<file path="src/rtl/keypad_pkg.sv">
// Shared keypad definitions: scan FSM states, key-code map and row helpers.
package keypad_pkg;

  typedef enum logic [1:0] {
    SCAN,
    DEBOUNCE,
    PRESSED,
    RELEASE
  } keypad_state_e;

  localparam logic [3:0] ROW_RST = 4'b1110;

  // Indexed by {row, column}.
  localparam logic [3:0] KEY_LUT [16] = '{
    4'd1,  4'd2, 4'd3,  4'd10,
    4'd4,  4'd5, 4'd6,  4'd11,
    4'd7,  4'd8, 4'd9,  4'd12,
    4'd14, 4'd0, 4'd15, 4'd13
  };

  // Index of the lowest-numbered low bit; also recovers the row index from row_o.
  function automatic logic [1:0] first_low(input logic [3:0] v);
    if (!v[0]) return 2'd0;
    if (!v[1]) return 2'd1;
    if (!v[2]) return 2'd2;
    return 2'd3;
  endfunction

  function automatic logic [3:0] key_code(input logic [1:0] r, input logic [1:0] c);
    return KEY_LUT[{r, c}];
  endfunction

endpackage

</file>
<file path="src/rtl/keypad_encode_scan_tick.sv">
// scan_tick: free-running divider emitting a one-cycle tick every DIV clocks.
module scan_tick #(
  parameter int DIV = 4
) (
  input  logic clk_i,
  input  logic n_rst_i,
  output logic tick_o
);
  localparam int W = (DIV > 1) ? $clog2(DIV) : 1;
  localparam logic [W-1:0] LAST = W'(DIV - 1);

  logic [W-1:0] div_q;

  assign tick_o = (div_q == LAST);

  always_ff @(posedge clk_i or negedge n_rst_i) begin
    if (!n_rst_i)    div_q <= '0;
    else if (tick_o) div_q <= '0;
    else             div_q <= div_q + 1'b1;
  end
endmodule

</file>
<file path="src/rtl/keypad_encode.sv">
// 4x4 keypad scanner: row drive, column synchroniser, debounce FSM, key code + strobe.
// Build option KEYPAD_REPEAT_EN adds auto-repeat strobes while the key stays held.
module keypad_encode
  import keypad_pkg::*;
#(
  parameter int SCAN_DIV   = 50000,
  parameter int DEBOUNCE_N = 20,
  parameter int REPEAT_N   = 500
) (
  input  logic       clk_i,
  input  logic       n_rst_i,
  input  logic [3:0] col_i,
  output logic [3:0] row_o,
  output logic [3:0] key_o,
  output logic       key_vld_o,
  output logic       key_hold_o
);
  localparam int CNT_W = $clog2(DEBOUNCE_N + 1);
  localparam logic [CNT_W-1:0] CNT_LAST = CNT_W'(DEBOUNCE_N - 1);

  if (SCAN_DIV < 4 || DEBOUNCE_N < 1 || REPEAT_N < 1) begin : g_param_chk
    $error("keypad_encode: SCAN_DIV >= 4, DEBOUNCE_N >= 1, REPEAT_N >= 1 required");
  end

  logic [3:0]    col_p0, col_p1;
  logic          tick;
  keypad_state_e state_q, state_d;
  logic [3:0]    row_q, row_d, row_adv;
  logic [1:0]    cand_q, cand_d;
  logic [CNT_W-1:0] cnt_q, cnt_d;
  logic [3:0]    key_q, key_d;
  logic          vld_q, vld_d;
  logic          hold_q, hold_d;
  logic          cand_low;

`ifdef KEYPAD_REPEAT_EN
  localparam int RPT_W = $clog2(REPEAT_N + 1);
  localparam logic [RPT_W-1:0] RPT_LAST = RPT_W'(REPEAT_N - 1);
  logic [RPT_W-1:0] rpt_q, rpt_d;
`endif

  // stage p0/p1: column synchroniser
  always_ff @(posedge clk_i or negedge n_rst_i) begin
    if (!n_rst_i) begin
      col_p0 <= 4'hF;
      col_p1 <= 4'hF;
    end else begin
      col_p0 <= col_i;
      col_p1 <= col_p0;
    end
  end

  scan_tick #(.DIV(SCAN_DIV)) u_tick (
    .clk_i  (clk_i),
    .n_rst_i(n_rst_i),
    .tick_o (tick)
  );

  assign row_adv  = {row_q[2:0], row_q[3]};
  assign cand_low = ~col_p1[cand_q];

  always_comb begin
    state_d = state_q;
    row_d   = row_q;
    cand_d  = cand_q;
    cnt_d   = cnt_q;
    key_d   = key_q;
    vld_d   = 1'b0;
    hold_d  = hold_q;
`ifdef KEYPAD_REPEAT_EN
    rpt_d   = rpt_q;
`endif
    if (tick) begin
      unique case (state_q)
        SCAN: begin
          if (col_p1 != 4'hF) begin
            cand_d  = first_low(col_p1);
            cnt_d   = '0;
            state_d = DEBOUNCE;
          end else begin
            row_d = row_adv;
          end
        end
        DEBOUNCE: begin
          if (cand_low) begin
            cnt_d = cnt_q + 1'b1;
            if (cnt_q == CNT_LAST) begin
              key_d   = key_code(first_low(row_q), cand_q);
              vld_d   = 1'b1;
              hold_d  = 1'b1;
              state_d = PRESSED;
`ifdef KEYPAD_REPEAT_EN
              rpt_d   = '0;
`endif
            end
          end else begin
            row_d   = row_adv;
            state_d = SCAN;
          end
        end
        PRESSED: begin
          if (!cand_low) begin
            cnt_d   = '0;
            state_d = RELEASE;
          end
`ifdef KEYPAD_REPEAT_EN
          else if (rpt_q == RPT_LAST) begin
            vld_d = 1'b1;
            rpt_d = '0;
          end else begin
            rpt_d = rpt_q + 1'b1;
          end
`endif
        end
        RELEASE: begin
          if (!cand_low) begin
            cnt_d = cnt_q + 1'b1;
            if (cnt_q == CNT_LAST) begin
              hold_d  = 1'b0;
              row_d   = row_adv;
              state_d = SCAN;
            end
          end else begin
            // release bounce: back to held without a new strobe
            state_d = PRESSED;
`ifdef KEYPAD_REPEAT_EN
            rpt_d   = '0;
`endif
          end
        end
      endcase
    end
  end

  always_ff @(posedge clk_i or negedge n_rst_i) begin
    if (!n_rst_i) begin
      state_q <= SCAN;
      row_q   <= ROW_RST;
      cand_q  <= 2'd0;
      cnt_q   <= '0;
      key_q   <= 4'd0;
      vld_q   <= 1'b0;
      hold_q  <= 1'b0;
`ifdef KEYPAD_REPEAT_EN
      rpt_q   <= '0;
`endif
    end else begin
      state_q <= state_d;
      row_q   <= row_d;
      cand_q  <= cand_d;
      cnt_q   <= cnt_d;
      key_q   <= key_d;
      vld_q   <= vld_d;
      hold_q  <= hold_d;
`ifdef KEYPAD_REPEAT_EN
      rpt_q   <= rpt_d;
`endif
    end
  end

  assign row_o      = row_q;
  assign key_o      = key_q;
  assign key_vld_o  = vld_q;
  assign key_hold_o = hold_q;
endmodule
</file>
<file path="config.mk">
export PLATFORM = sky130hd
export DESIGN_NAME = keypad_encode
export DESIGN_NICKNAME = d
export VERILOG_FILES = /design/src/rtl/keypad_pkg.sv /design/src/rtl/keypad_encode_scan_tick.sv /design/src/rtl/keypad_encode.sv
export SDC_FILE = /design/constraint.sdc
export NUM_CORES = 1
export LEC_CHECK = 0
export CAP_MARGIN = 20
export CELL_PAD_IN_SITES_DETAIL_PLACEMENT = 1
export CELL_PAD_IN_SITES_GLOBAL_PLACEMENT = 1
export CORE_UTILIZATION = 41
export CTS_CLUSTER_SIZE = 10
export DETAILED_ROUTE_END_ITERATION = 12
export GPL_ROUTABILITY_DRIVEN = 0
export PLACE_DENSITY = 0.72
export SLEW_MARGIN = 10
export SYNTH_ARGS = -nofsm -noshare
export SYNTH_HDL_FRONTEND = slang
export SYNTH_SLANG_ARGS = --single-unit
</file>
<file path="constraint.sdc">
create_clock -name clk_i -period 2.1 [get_ports clk_i]
set_input_delay 0.42 -clock clk_i [delete_from_list [all_inputs] [get_ports clk_i]]
set_output_delay 0.42 -clock clk_i [all_outputs]
set_load 0.03 [all_outputs]
</file>
==> summary.txt <==
Outcome
  • Status: completed

Detailed routing
  • Via count: roughly 1500
  • Number of remaining DRC errors: 0
  • Detailed Route WL: ~4200 um
  • WL/cell: approximately 15 um
  • TritonRoute pass-1 iters: 4
  • Antenna Violating Nets Remaining: 0
  • Iteration-0 DRC Markers: 47
  • DR vias/cell: 5.23

CTS
  • Skew-Pair Late Insertion Delay: a little under 300 ps
  • CTS max path bufs: 2
  • H-tree depth: 2
  • Cts bufs inserted: 5
  • CTS tree: built
  • Clk root buf: clkbuf_8
  • Clock Pin Slew Worst Setup and Hold Paths: ~70 ps
  • Hold buffers post-CTS: 0
  • Clock Sinks: between 40 and 50

Pwr
  • VDD IR max: 0.341 mV
  • NetSw: between 0.2 and 0.3 mW
  • Net Sw Frac: 20.7%
  • Int Power: about 1.1 mW
  • Reg power frac: roughly 62%
  • Combinational power share: approximately 2.7%
  • Lkg Pwr: ~1.0 nW
  • Clock network fraction of design power: approximately 36%
  • Pwr/cell area: between 500 and 600 nW/um^2

Synthesis
  • Count leader, synth: dfrtp_1
  • Post-synth top area cell: dfrtp_1
  • Sequential share of the synthesized area: approximately 54%
  • Commonest register cell after synthesis: dfrtp_1
  • Top cell type's share of synthesized area: between 30% and 40%
  • Avg Inst Size Synth: approximately 11 um^2
  • XOR/XNOR Fraction of Synth Area: 6.06%
  • Most common library cells after synthesis: dfrtp_1, nor2_1, nand3_1
  • Yosys reg bits: 43
  • Synth Area in Compound Gates: between 10% and 20%
  • Largest cells by area after synthesis: dfrtp_1, dfstp_2, xor2_1
  • Post-synth EDFFs: 0
  • Mux cell area share after synthesis: about 4.8%
  • Mapped Area: roughly 2000 um^2
  • Main combinational cell family by area after synthesis: simple AND/OR/NAND/NOR gates
  • Synth Warn #: 0
  • Mapped Cells: around 190
  • Asr flop ratio synth: between 90% and 100%
  • Post-Syn Nets: 197
  • Adder-cell share of the synthesized area: between 3 and 4%
  • Cell variety after synth: 39
  • Post-Synth Simple-Gate Area: a little under a fifth

Global routing
  • Total gr overflow: 0
  • Global-route wire length before repair: slightly above 7000 um
  • Busiest grt layer: met2
  • Vias in the first global route: approximately 1500
  • Gr usage total: roughly 18%
  • Initial antenna violation count: 0
  • Largest net degree at the start of global routing: 28
  • Met3 Usage GRT: roughly 3.3%
  • Met2 GRT Util: around a third
  • Met1 usage: a little under a quarter

STA
  • Slew HR: 59.5%
  • RSZ-0062 raised after global routing: true
  • Final setup fails: 0
  • Post-route clock skew: about 4.4 ps
  • TNS Setup: 0 ps
  • Fin crit period: a little over 2000 ps
  • Final worst path period share: a little over nine tenths
  • Fin. max-slew vios: 0
  • Max Fclk: about 0.49 GHz
  • Final hold vios: 0
  • Tightest Pin Transition: approximately 610 ps

Floorplan
  • Die width: roughly 72 um
  • Row cnt: 25
  • Initial Util: 42.9%
  • IO Pins: 16
  • Die span in y: 72.3 um
  • Die ar.: roughly 5200 um^2
  • Core Region: between 4000 and 5000 um^2

Finish
  • Final net count: ~220
  • Layout Cells excl Fill: 280
  • Antenna diodes: 0
  • Share of cells above drive strength 1: a little under a fifth
  • P&R area growth vs syn: 18.4%

Setup path
  • Reg-to-reg startpoint: u_tick.div_q[0]
  • Critical path class: register to register
  • Crit end category: register
  • Critical path startpoint category: register
  • Critical Path Start: u_tick.div_q[0]
  • WP data required: 2270 ps
  • Worst EP arrival: approximately 2200 ps
  • Crit path max fanout: 4

Worst hold path
  • Hold Crit Class: input pin to asynchronous set/reset pin

Placed design
  • HPWL after detailed placement: around 3200 um
  • PortBufs: 15
  • Placed Cells: between 200 and 300

Run
  • Max Cap Viol: 0
[final cells by class]
class,count,area [um^2]
inverters,11,41.3
flip-flops and latches,43,1090
well taps,67,83.8
clock buffers,8,80.1
repair buffers,24,213
multi-input cells,127,888
fillers,536,2330
[cell families (layout without fill, tap and decap cells)]
group / after synthesis / count (layout)
flops: 43 / 43
mux: 8 / 8
buf+inv: 15 / 43
xor+xnor: 14 / 14
compound gates: 30 / 30
fa+ha+maj: 6 / 6
simple gates: 69 / 69
[power groups by stage]
stage / logic (mW) / clock network [mW] / registers (mW)
3_5_place_dp: 0.0388 / 0 / 0.863
2_1_floorplan: 0.00794 / 0 / 0.861
6_report: 0.0376 / 0.493 / 0.848
4_1_cts: 0.0389 / 0.516 / 0.848
3_3_place_gp: 0.0371 / 0 / 0.862
5_1_grt: 0.0431 / 0.544 / 0.849
[registers in the layout, indices dropped and copies added, names as in the netlist, named ones only]
name          count
cnt_q             5
key_o             4
col_p0            4
row_o             4
state_q           1
cand_q            2
key_vld_o         1
u_tick.div_q     16
key_hold_o        1
col_p1            4
[layer usage]
metal | wire length [um] | up-vias | part of all wire (%)
met5 | 0 | - | 0
met4 | 65 | 0 | 1.5
met3 | 83 | 7 | 2.0
met2 | 2140 | 14 | 51
met1 | 1940 | 731 | 46
li1 | - | 712 | -
[cells in the final DEF, fill, tap and decap left out, types with 6 or more instances in the layout]
cell             instances
a21oi_1                  8
buf_4                    9
clkdlybuf4s50_1         14
dfrtp_1                 31
dfstp_2                 11
ha_1                     6
inv_1                   11
nand2_1                 12
nand3_1                 16
nor2_1                  19
o21ai_0                 10
xor2_1                  10
[critical path, cell delays in order (launching register included)]
cell and delay (ps):
dfrtp_1 420, ha_1 260, and3_1 240, nand4_1 190, nor2_1 120, a32oi_2 300, mux2_2 380
[path summary, 6_finish.rpt]
| kind | slack, ps | cells past startpoint | end |
|---|---|---|---|
| max | 80 | 6 | row_o[0] |
| min reg2reg | 360 | 0 | col_p1[0] |
| min | 130 | 1 | key_o[2] |
| max reg2reg | 80 | 6 | row_o[0] |
| min in group clk_i | 360 | 0 | col_p1[0] |
| max in group asynchronous | 1300 | 2 | col_p1[1] |
[repair_timing]
| action | CTS | global route |
|---|---|---|
| buffers inserted | 0 | 1 |
| resized for setup | 0 | 3 |
| setup endpoints to repair | 0 | 7 |
[through the flow]
step | hold slack [ps] | area [um^2] | worst slack [ps] | power [mW] | utilization (%)
floorplan | 124 | 2020 | 95.3 | 0.869 | -
global placement | 346 | 2300 | 86.0 | 0.899 | 48.6
detailed placement | 351 | 2300 | 35.8 | 0.902 | 48.6
CTS | 148 | 2380 | 26.3 | 1.40 | 50.3
global route | 175 | 2400 | -4.37 | 1.44 | 50.8
finish | 134 | 2400 | 77.6 | 1.38 | 50.8
No activity file was read; power rests on OpenSTA's default activity.
